[src/rtl/ps2_key_event_ctrl.sv]
// ps2_key_event_ctrl
// Takes pending keycodes from the PS/2 receiver, acknowledges each with a
// one-cycle kb_clear strobe, and queues make/break events in a small FIFO.
// Error codes (8'hFF) are counted and never queued.
module ps2_key_event_ctrl #(
    parameter int DEPTH         = 8,
    parameter int CLEAR_TIMEOUT = 16
) (
    input  logic                     clock,
    input  logic                     reset_n,
    input  logic                     kb_irq,
    input  logic [7:0]               kb_keycode,
    output logic                     kb_clear,
    output logic                     evt_valid,
    output logic [6:0]               evt_code,
    output logic                     evt_break,
    input  logic                     evt_ready,
    input  logic                     flush,
    output logic [$clog2(DEPTH):0]   fifo_level,
    output logic                     overflow,
    input  logic                     clear_overflow,
    output logic [7:0]               error_count
);

    localparam int AW = $clog2(DEPTH);
    localparam int LW = AW + 1;
    localparam int CW = (CLEAR_TIMEOUT > 1) ? $clog2(CLEAR_TIMEOUT) : 1;

    localparam logic [1:0] S_IDLE     = 2'd0;
    localparam logic [1:0] S_CLEAR    = 2'd1;
    localparam logic [1:0] S_WAIT_LOW = 2'd2;

    localparam logic [7:0]    ERR_CODE = 8'hFF;
    localparam logic [CW-1:0] CNT_LAST = CW'(CLEAR_TIMEOUT - 1);
    localparam logic [LW-1:0] LVL_FULL = LW'(DEPTH);

    logic [1:0]    state_q, state_d;
    logic [7:0]    code_q, code_d;
    logic          first_q, first_d;
    logic [CW-1:0] cnt_q, cnt_d;
    logic          push_q, push_d;
    logic          err_inc;
    logic [7:0]    error_count_q;
    logic          overflow_q;

    logic [7:0]    mem [DEPTH];
    logic [AW-1:0] wr_ptr_q, rd_ptr_q;
    logic [LW-1:0] level_q, level_d;
    logic          full, pop, do_write, drop;

    // Handshake FSM: latch a pending code, strobe kb_clear, wait for irq to drop.
    // NOTE: every output of this block gets a default first so no path leaves
    // a signal unassigned, which would otherwise infer a latch.
    always_comb begin
        state_d = state_q;
        code_d  = code_q;
        first_d = first_q;
        cnt_d   = cnt_q;
        push_d  = 1'b0;
        err_inc = 1'b0;
        case (state_q)
            S_IDLE: begin
                if (kb_irq) begin
                    code_d  = kb_keycode;
                    first_d = 1'b1;
                    state_d = S_CLEAR;
                end
            end
            S_CLEAR: begin
                // Only the first ack of a code queues or counts it; retries just re-strobe.
                if (first_q) begin
                    if (code_q == ERR_CODE) err_inc = 1'b1;
                    else                    push_d  = 1'b1;
                end
                first_d = 1'b0;
                cnt_d   = '0;
                state_d = S_WAIT_LOW;
            end
            S_WAIT_LOW: begin
                if (!kb_irq)                state_d = S_IDLE;
                else if (cnt_q == CNT_LAST) state_d = S_CLEAR;
                else                        cnt_d   = cnt_q + 1'b1;
            end
            default: state_d = S_IDLE;
        endcase
    end

    // FSM, push request and error counter registers.
    // NOTE: sequential state uses non-blocking assignments so every register
    // samples the pre-edge values regardless of statement order.
    always_ff @(posedge clock or negedge reset_n) begin
        if (!reset_n) begin
            state_q       <= S_IDLE;
            code_q        <= '0;
            first_q       <= 1'b0;
            cnt_q         <= '0;
            push_q        <= 1'b0;
            error_count_q <= '0;
        end else begin
            state_q <= state_d;
            code_q  <= code_d;
            first_q <= first_d;
            cnt_q   <= cnt_d;
            push_q  <= push_d;
            if (err_inc && error_count_q != 8'hFF) error_count_q <= error_count_q + 1'b1;
        end
    end

    // FIFO control: flush overrides everything; a full FIFO still accepts a push when popping.
    always_comb begin
        full     = (level_q == LVL_FULL);
        pop      = (level_q != '0) && evt_ready && !flush;
        do_write = push_q && !flush && (!full || pop);
        drop     = push_q && !flush && full && !pop;
        if (flush) level_d = '0;
        else       level_d = level_q + LW'(do_write) - LW'(pop);
    end

    // FIFO pointers, occupancy and sticky overflow flag.
    always_ff @(posedge clock or negedge reset_n) begin
        if (!reset_n) begin
            wr_ptr_q   <= '0;
            rd_ptr_q   <= '0;
            level_q    <= '0;
            overflow_q <= 1'b0;
        end else begin
            level_q <= level_d;
            if (flush) begin
                wr_ptr_q <= '0;
                rd_ptr_q <= '0;
            end else begin
                if (do_write) wr_ptr_q <= wr_ptr_q + 1'b1;
                if (pop)      rd_ptr_q <= rd_ptr_q + 1'b1;
            end
            if (drop)                overflow_q <= 1'b1;
            else if (clear_overflow) overflow_q <= 1'b0;
        end
    end

    // FIFO storage write port.
    // NOTE: the storage array is deliberately not reset; occupancy is tracked by
    // the reset pointers and level, so stale entries are never visible.
    always_ff @(posedge clock) begin
        if (do_write) mem[wr_ptr_q] <= code_q;
    end

    assign kb_clear    = (state_q == S_CLEAR);
    assign evt_valid   = (level_q != '0);
    assign evt_code    = mem[rd_ptr_q][6:0];
    assign evt_break   = mem[rd_ptr_q][7];
    assign fifo_level  = level_q;
    assign overflow    = overflow_q;
    assign error_count = error_count_q;

endmodule

[config.mk]
export PLATFORM = sky130hd
export DESIGN_NAME = ps2_key_event_ctrl
export DESIGN_NICKNAME = d
export VERILOG_FILES = /design/src/rtl/ps2_key_event_ctrl.sv
export SDC_FILE = /design/constraint.sdc
export NUM_CORES = 1
export LEC_CHECK = 0
export CORE_MARGIN = 2
export CORE_UTILIZATION = 24
export CTS_CLUSTER_SIZE = 20
export DETAILED_ROUTE_END_ITERATION = 8
export PLACE_DENSITY = 0.42
export SETUP_SLACK_MARGIN = 0.02
export SYNTH_ARGS = -nofsm -noshare
export SYNTH_HDL_FRONTEND = slang
export SYNTH_SLANG_ARGS = --single-unit
export TNS_END_PERCENT = 1
[constraint.sdc]
create_clock -name clock -period 4 [get_ports clock]
set_clock_uncertainty 0.15 [all_clocks]
set_input_delay 0.6 -clock clock [delete_from_list [all_inputs] [get_ports clock]]
set_output_delay 0.6 -clock clock [all_outputs]
set_load 0.01 [all_outputs]
After elaboration in Yosys (flattened, before gate mapping)
Memory sizes are Yosys's and may differ from the RTL's.
Cells that the tools add are included.
Storage, ports and cells
  register bits after elaboration: 35
  memory bits (writable): 64
  bits of input ports: 14
  output and inout port bits: 23
  logic and storage cells: 73
  memories kept: 1
Cells by class
  add/sub/neg operators: 6
  equality and inequality tests: 10
  multiplexer cells: 24
  reduce and logical (&&, ||, !) cells: 22
Memory list
  mem: words 8, bits a word 8, read ports 1, clocked after Yosys merged registers in 0, wr ports 1, line 46  | logic [7:0] mem [DEPTH];
Operator list (number)
  $mux 3: 4
  $mux 4: 3
  $mux 1: 11
  $reduce_bool 2->1: 5
  $add 8x1->8 const B: 1
  $eq 4x4->1 const B: 2
  $eq 8x8->1 const B: 1
  $ne 8x8->1 const B: 1
  $pmux 4 s2: 1
  $logic_and 1x1->1: 7
  $add 3x1->3 const B: 2
  $mux 2: 3
  $ne 2x2->1 const B: 3
  $pmux 2 s3: 1
  $reduce_and 2->1: 3
  $add 4x1->4: 1
  $add 4x1->4 const B: 1
  $reduce_bool 4->1: 1
  $sub 4x1->4: 1
  $logic_not 1->1: 3
  $ne 3x3->1 const B: 1
  $reduce_and 3->1: 1
  $eq 2x1->1 const B: 1
  $eq 2x2->1 const B: 1
  other kinds (3): 3

Longest topological paths before layout
Gate-level depths: netlist of the first run.
  depth after elaboration: 8
  depth in mapped cells: 11
  mapped depth without buffers: 11

Worst setup path before layout of the first run
OpenSTA, ideal clock, no wires.
  kind: flip-flop to flip-flop
  from: register level_q[2], in the netlist fifo_level[2]
  to: register level_q[1], in the netlist fifo_level[1]
  setup time: 118 ps
  arrival time: 2441 ps
  data required time: 3732 ps
  path slack: 1292 ps
  cell stages (with the launch flop): 10
  buffers on the path: 0
  period minus slack after synthesis: 2708 ps
  path through: dfrtp_1 > inv_1 > ha_1 > or3b_2 > nand2_1 > mux2_2 > nor2_1 > ha_1 > fa_1 > nor2b_1
On the way
  word-level cells in the longest chain between the ends: 8
  elaborated cells on any way between the ends: 10
  classes of those cells: 2 x add/sub; 1 x eq/ne; 1 x mux; 6 x reduce/logical
RTL lines
  from (decl): line 48  | logic [LW-1:0] level_q, level_d;
  from (signal assigned): line 127  | level_q <= level_d;
  $reduce_bool 4->1 *
  named net evt_valid: line 14  | output logic evt_valid,
  $logic_and 1x1->1 * (2 in series): line 112  | pop = (level_q != '0) && evt_ready && !flush;
  $logic_or 1x1->1: line 113  | do_write = push_q && !flush && (!full || pop);
  $logic_and 1x1->1: line 113
  $add 4x1->4: line 116  | else level_d = level_q + LW'(do_write) - LW'(pop);
  $sub 4x1->4 *: line 116
  $mux 4 *: line 115  | if (flush) level_d = '0;
  named net level_d[1]: line 48
Mark *: on every way through the listed nets, which the timed path passes. The rest lies on a longest branch.
A chain may end at the register's enable or synchronous reset.

Worst setup path in the final report of the first run
  from: register rd_ptr_q[0]
  to: output evt_code[1]
On the way
  word-level cells in the longest chain between the ends: 1
RTL lines
  from (decl): line 47  | logic [AW-1:0] wr_ptr_q, rd_ptr_q;
  from (signal assigned): line 133  | if (pop) rd_ptr_q <= rd_ptr_q + 1'b1;
  $mem_v2 8x8
  to (decl): line 15  | output logic [6:0] evt_code,
No other way between the ends.

==> results.txt, run 1 <==
After global routing, the most crowded layer is met2. Tracing the worst setup path back leads to its startpoint at rd_ptr_q[0]$_DFFE_PN0P_. The via count of the first global-routing pass is 2,402, and the pin count of the biggest net entering global routing is 36. The logs give 0 for the overall overflow remaining after global route and 340 ps for the source-to-sink clock delay at the later pin of the worst-skew pair.

In the synthesized netlist, the cells that appear most often are 64 x sky130_fd_sc_hd__edfxtp_1, 35 x sky130_fd_sc_hd__dfrtp_1, 18 x sky130_fd_sc_hd__nor2_1, 17 x sky130_fd_sc_hd__mux2_2, 16 x sky130_fd_sc_hd__mux4_2. The internal portion of total power is 2010 uW, and the leakage power summed over all cells is 0.00179 uW. By startpoint and endpoint, the worst setup path is classified as reg2out. The clock network accounts for 30.2% of the total power.

The smallest clock period supported by the final layout is computed as 3300 ps. For this run, the number of Yosys warnings is 0. In the routed design, unresolved DRC markers number 0.

The post-DP HPWL is 5660 um, and the maximum clock frequency is 303 MHz. Setup violations remaining at the end of the flow were counted as 0. The first global-routing pass estimated 13,600 um of wire.

The switching share of total power came out at 28.0%. The min-delay analysis places its worst path in the category in2async. The final critical path takes up 82.4% of the cycle. Layout-stage area growth over the synthesis result: 22.6%.

By area the synthesized netlist is led by sky130_fd_sc_hd__edfxtp_1 46%, sky130_fd_sc_hd__dfrtp_1 21%, sky130_fd_sc_hd__mux4_2 8.7%, sky130_fd_sc_hd__mux2_2 4.6%, sky130_fd_sc_hd__ha_1 2.7%. The maximum clock insertion buffer count was 2; the detailed-route wire length per cell was 15.6 um. The final layout contains 324 nets. The detail route stage leaves a number of antenna-violating nets equal to 0. The number of CTS-inserted buffers was 9; the number of unique standard cell types used by synthesis was 42. The worst setup path is launched from a register.

The worst setup path is captured at a primary output. The number of antenna violations at the first check in global routing is 0, and the final hold violation count is 0. For this run, the detailed router's first-pass iteration total came to 4. In the final timing run, aggregate negative setup slack is 0 ps. Areal power density over the cells: 549 nW/um^2.

Setup repair after global routing left no endpoint under its margin. Global routing consumed, on the met1 layer, 13.5% of the routing resources. The total number of vias was 2,242; the cell count of the worst reg-to-reg path was 9. The core region is 17,100 um^2. The largest area contributor in the synthesized netlist is sky130_fd_sc_hd__edfxtp_1. The logs give 255 for the cell count after synthesis and 781 uW for the net switching power.

In this run the number of H-tree levels came out at 3. The startpoint of the most critical register-to-register path was fifo_level[2]$_DFF_PN0_. After detailed routing, the number of vias per cell comes to 4.23.

The tools report the antenna diode count as 0. The run gives 20.8% as the combinational group share of total power. Data required time of the worst path: 3250 ps.

Measured against its own limit, the worst slew margin works out to 42.6%. Total of buffers placed on input and output ports: 36. After detailed placement, the total cell area comes to 4790 um^2. The run finished with clean final reports. Final max-slew violation count: 0. In the synthesized netlist the dominant register cell turns out to be sky130_fd_sc_hd__edfxtp_1. The number of DRC violations after detailed-routing iteration 0 came out at 137.

The clock root buffer was sky130_fd_sc_hd__clkbuf_16. For this run, asynchronously set or reset flops after synthesis account for 35.4%. For met2 alone, demand over resource in global routing was 15.5%. The run gives 0.712 as the last weighted congestion value of the routability-driven placer. The run gives 1,732 as the number of fill cells. The worst-margin pin slew was 861 ps.

The setup fix buffers added after clock tree synthesis is 0, and the peak supply drop is 0.201 mV. The area of all placed cells without fillers is 5080 um^2, and the top cell type's share of synthesized area is 46.4%. The floorplan has 48 rows. After synthesis the netlist holds a flip-flop and latch count of 99. The worst endpoint data arrival time is 2550 ps, and the die outline width is 135 um. Max-cap violations in this run came to 0.

Each instance of the synthesized netlist takes up on average 16.2 um^2. The proportion of power drawn by flip-flops and latches is 49.1%, and the met3 layer usage reported by global route is 2.47%. The total number of clock tree sinks was 99.

Post-CTS repair changed the size of 0 cells. The hold buffer count at CTS is 0. When the netlist entered floorplanning its net count stood at 279. In this run the worst path has a maximum fanout of 9. The fraction of layout cells with a size suffix above 1 was 19.3%; the I/O pin total was 37. For this configuration, the core starts out at a cell density of 24.3%. For the routed wire length, the log shows 8270 um. TritonCTS built the clock tree. The tools report the cell area after synthesis as 4140 um^2.

In the global route stage, overall resource usage came out at 9.95%. Most frequently used cell type in the post-synthesis netlist: sky130_fd_sc_hd__edfxtp_1. The height of the die works out to 135 um.

The number of flops mapped to enable cells by yosys was 64. The die covers 18,300 um^2. Clock-pin slew was measured on the worst setup and hold paths at 70 ps.

Sequential cells were found to cover 67.6% of the synthesized design area.
metal layers:
metal	wire [um]	part of all wire [%]
met1	4050	49
met2	3840	46
met3	256	3.1
met4	118	1.4
met5	0	0
cell families (layout without fill, tap and decap cells):
family | Yosys count | after routing | synth area share, %
compound gates | 15 | 15 | 2.36
xor+xnor | 12 | 12 | 2.54
fa+ha+maj | 10 | 10 | 3.20
buf+inv | 14 | 64 | 1.45
flops | 99 | 99 | 67.6
mux | 35 | 35 | 14.0
simple gates | 70 | 70 | 8.94
area by class of cell:
cell class,count,area (um^2),area share (%)
clock inverter,6,55.1,1.08
timing repair buffer,41,405,7.98
clock buffer,10,229,4.51
multi-input combinational,142,1280,25.3
tap,225,282,5.54
sequential,99,2800,55.1
inverter,7,26.3,0.517
cells in the final DEF, fill, tap and decap left out, types with 3 or more instances in the layout:
cell / instances
sky130_fd_sc_hd__mux2_2: 17
sky130_fd_sc_hd__buf_4: 4
sky130_fd_sc_hd__mux4_2: 16
sky130_fd_sc_hd__nand3_1: 11
sky130_fd_sc_hd__xor2_1: 9
sky130_fd_sc_hd__nand2_1: 10
sky130_fd_sc_hd__xnor2_1: 3
sky130_fd_sc_hd__inv_1: 7
sky130_fd_sc_hd__clkbuf_16: 9
sky130_fd_sc_hd__a21oi_1: 4
sky130_fd_sc_hd__ha_1: 9
sky130_fd_sc_hd__nor2_1: 18
sky130_fd_sc_hd__dfrtp_1: 35
sky130_fd_sc_hd__nand4_1: 3
sky130_fd_sc_hd__nand2b_1: 4
sky130_fd_sc_hd__nor3_1: 8
sky130_fd_sc_hd__clkdlybuf4s50_1: 35
sky130_fd_sc_hd__edfxtp_1: 64
path summary, 6_finish.rpt:
kind / end / slack, ps
min: fifo_level[2]$_DFF_PN0_ / 210
max reg2reg: fifo_level[1]$_DFF_PN0_ / 1160
min in group clock: first_q$_DFFE_PN0P_ / 330
max in group asynchronous: code_q[3]$_DFFE_PN0P_ / 2950
min reg2reg: first_q$_DFFE_PN0P_ / 330
max: evt_code[1] / 700
metrics by stage:
| step | power, uW | setup WS [ps] | utilization [%] | hold slack, ps | std cells |
|---|---|---|---|---|---|
| 2_1_floorplan | 1720 | 1290 | - | 154 | 255 |
| 3_3_place_gp | 1980 | 858 | 28.1 | 311 | 514 |
| 3_5_place_dp | 1990 | 784 | 28.1 | 316 | 514 |
| 4_1_cts | 2840 | 612 | 29.8 | 240 | 530 |
| 5_1_grt | 2950 | 538 | 29.8 | 288 | 530 |
| 6_report | 2790 | 704 | 29.8 | 215 | 530 |
state kept, by name, indices dropped and copies added (netlist names):
name,count
rd_ptr_q,3
wr_ptr_q,3
code_q,8
state_q,2
overflow,1
mem,64
fifo_level,4
push_q,1
first_q,1
error_count,8
cnt_q,4
power by group through the flow:
| stage | sequential [uW] | clock [uW] | combinational, uW |
|---|---|---|---|
| floorplan | 1320 | 0 | 399 |
| global placement | 1400 | 0 | 587 |
| detailed placement | 1400 | 0 | 591 |
| CTS | 1380 | 871 | 594 |
| global route | 1400 | 911 | 647 |
| finish | 1370 | 842 | 579 |
worst max-delay path, cell delays in order, from the launching register on:
cell and delay (ps):
sky130_fd_sc_hd__dfrtp_1 690, sky130_fd_sc_hd__buf_4 250, sky130_fd_sc_hd__mux4_2 510, sky130_fd_sc_hd__mux2_2 280
sky130_fd_sc_hd__clkdlybuf4s50_1 480
Power figures use the tool's default switching activity.
==> run 2, diff against run 1 <==
- PLACE_DENSITY: 0.42 -> 0.43
- clock period: 4 -> 2.85 ns (I/O delays scaled with it)
==> run 2 against run 1 <==
Design area increased by 1.7%. Sequential power rose by 37%. Worst setup slack got worse by 510 ps. Hold slack got worse by 180 ps. Combinational power up 45%. Register-to-register slack lost 930 ps. First-iteration DRC count down 6.6%. Final cell count up 1.7%. Via count is 2.5% higher. Utilization increased by 0.50 points. Critical path type unchanged. Largest cell class unchanged. Largest power group unchanged.
==> results.txt, run 2 (synthesis results as in run 1) <==
Subtracting the final worst setup slack from the clock period gives 2650 ps. The largest incremental delay on the critical path works out to 550 ps (-140 ps). The cell area reported after detailed placement came out at 4870 um^2 (+1.7%). The last weighted congestion value of the routability-driven placer was 0.703 (-1.3%). Based on the critical path, the design can be clocked at up to 377 MHz.

The logs give 4 (unchanged) for the number of optimization iterations in the first detailed-route pass and 9 (unchanged) for the number of CTS-inserted buffers. The largest fanout on the critical path is 16 (+7), and the via count normalized by instance count is 4.26 (+0.79%). The area of the core was 17,100 um^2 (unchanged).

The count of max-cap constraint violations was 0 (unchanged); the final net count was 333 (+2.8%). The area of all placed cells without fillers was 5160 um^2 (+1.7%); the areal power density over the cells was 759 nW/um^2 (+38%). The logs give 8240 um (-0.37%) for the routed wire length and 21.4% (+0.6 points) for the combinational group share of total power.

The tools report the via count of the first global-routing pass as 2,349 (-2.2%). The number of flip-flops under the largest register name works out to 64 (unchanged). The peak supply drop is 0.273 mV (+36%). The I/O pin total is 37 (unchanged). Setup repair after global routing left no endpoint under its margin. The H-tree depth came out at 3 (unchanged).

Library cell contributing the largest single delay on the critical path: sky130_fd_sc_hd__mux4_2. The type of the most critical hold path was in2async. The run gives 0 (unchanged) as the final hold violation count.

The number of resized instances in the post-cts repair step was 9 (+9). The signal on the critical path passes through buf_12, mux4_2, mux2_2, dlygate4sd2_1. The antenna diode count was 0 (unchanged).

The number of antenna violations at the first check in global routing was 0 (unchanged). The aggregate global-route resource usage was 9.87% (-0.077 points). For the post-DP HPWL, the log shows 5450 um (-3.8%).

Clock root buffer: sky130_fd_sc_hd__clkbuf_16. On the critical path the largest part of the delay comes from multiplexers. The core occupancy in the finished layout was 30.3% (+0.50 points).

Relative max-transition margin: 43.4% (+0.80 points). The most common cell after layout, fill and taps aside was sky130_fd_sc_hd__edfxtp_1. The data required time of the worst path is 2270 ps (-980 ps), and the sum of buffers and inverters on the critical path is 2 (unchanged). From synthesis to final layout, the design area changed by 24.7%.

The worst endpoint data arrival time was 2080 ps (-470 ps). The total of buffers placed on input and output ports was 36 (unchanged). Register with the most flip-flops: mem. The flow ran to the end, and the final reports show no timing, DRC or antenna violations. The total number of clock tree sinks was 99 (unchanged).

The die outline width is 135 um (unchanged), and the proportion of power drawn by flip-flops and latches is 48.0% (-1.1 points). The setup fix buffers added after clock tree synthesis was 0 (unchanged); the number of design rule violations left after detail routing was 0 (unchanged). The worst-margin pin slew is 849 ps (-11.9 ps).

Kind of critical path: reg2out. The logs give 13,300 um (-2.5%) for the global-route wire length before repair and 1,723 (-0.52%) for the number of fill cells. Height of the die: 135 um (unchanged). For the maximum clock insertion buffer count, the log shows 2 (unchanged). The tools report the effective utilization at floorplan as 24.3% (unchanged).

The tools report the pin count of the biggest net entering global routing as 36 (unchanged). The leakage power summed over all cells came out at 0.00186 uW (+3.9%). The source-to-sink clock delay at the later pin of the worst-skew pair is 350 ps (about the same), and the number of setup violations in the final report is 0 (unchanged).

STA classifies the critical path startpoint as a register. The total number of vias came out at 2,298 (+2.5%). The final clock period utilization by the worst path is 93.1%.

The worst setup path is captured at a primary output. The top cell types in the final layout, fill and taps aside, are 64 x sky130_fd_sc_hd__edfxtp_1, 34 x sky130_fd_sc_hd__dfrtp_1, 27 x sky130_fd_sc_hd__clkdlybuf4s50_1. The clock-pin slew on the worst setup and hold paths was 70 ps (about the same).

TritonCTS built the clock tree. The logs give 128 (-6.6%) for the number of DRC violations after detailed-routing iteration 0 and 0 ps (unchanged) for the sum of negative setup slack. The setup slack of the worst register-to-register path was 230 ps (-930 ps); the clock network fraction of design power was 30.6% (+0.4 points).

The switching share of total power is 28.2% (+0.15 points), and the final max-slew violation count is 0 (unchanged). The run gives 1100 uW (+41%) as the net switching power. The internal portion of total power is 2820 uW (+40%), and the row count is 48 (unchanged). The overall overflow remaining after global route was 0 (unchanged).

The fraction of layout cells with a size suffix above 1 works out to 22.9% (+3.6 points). The logs give 18,300 um^2 (unchanged) for the area of the die and 0 (unchanged) for the remaining antenna violation count after routing. The detailed-route wire length per cell was 15.3 um (-2.0%); the hold buffer count at CTS was 0 (unchanged).
run 2: changes by cell type in the layout (fill, tap and decap cells not counted), sizes merged:
cell and delta:
buf +9, clkdlybuf4s50 -8, dlygate4sd2 +8, clkinvlp -2
inv +2, clkbuf -1, clkinv +1
run 2: worst reg2reg max path, delay by kind of cell (launching register included):
family        cells  cell delay, ps
flops             1             380
fa+ha+maj         3             790
mux               1             340
simple gates      4             760
buf+inv           1             100
run 2: path summary, 6_finish.rpt:
path                                          from                 endpoint  cells after the start
max in group asynchronous                  reset_n  rd_ptr_q[0]$_DFFE_PN0P_                      1
setup / recovery           rd_ptr_q[0]$_DFFE_PN0P_              evt_code[5]                      4
setup reg to reg           fifo_level[2]$_DFF_PN0_  fifo_level[1]$_DFF_PN0_                      9
hold reg to reg                first_q$_DFFE_PN0P_      first_q$_DFFE_PN0P_                      1
min in group clock             first_q$_DFFE_PN0P_      first_q$_DFFE_PN0P_                      1
hold / removal                             reset_n  fifo_level[3]$_DFF_PN0_                      1
run 2: power by group through the flow:
stage,sequential [uW],combinational (uW),clock (uW)
floorplan,1850,560,0
finish,1880,841,1200
global placement,1910,877,0
detailed placement,1920,883,0
global route,1910,940,1300
CTS,1890,856,1250
run 2: metrics by stage:
step | total power [uW] | hold slack (ps) | setup WS, ps | std cells
4_1_cts | 3990 | 57.2 | 64.7 | 539
2_1_floorplan | 2410 | -18.1 | 142 | 255
5_1_grt | 4160 | 103 | 56.0 | 539
6_report | 3920 | 34.8 | 195 | 539
3_5_place_dp | 2800 | 317 | 75.1 | 523
3_3_place_gp | 2790 | 312 | 127 | 523
run 2: final cells by class:
class / instances / area, um^2 / share of cell area, %
clock inverters: 7 / 65.1 / 1.26
clock buffers: 9 / 225 / 4.36
multi-input cells: 142 / 1290 / 25.0
inverters: 7 / 26.3 / 0.509
flip-flops and latches: 99 / 2800 / 54.2
well taps: 225 / 282 / 5.45
repair buffers: 50 / 475 / 9.21
run 2: routing by layer:
metal	up-vias	global-route usage, %	wire length [um]
met5	-	0	0
met4	0	3.47	122
met3	13	3.37	311
met2	29	15.2	3890
met1	1176	13.0	3920
li1	1080	-	-
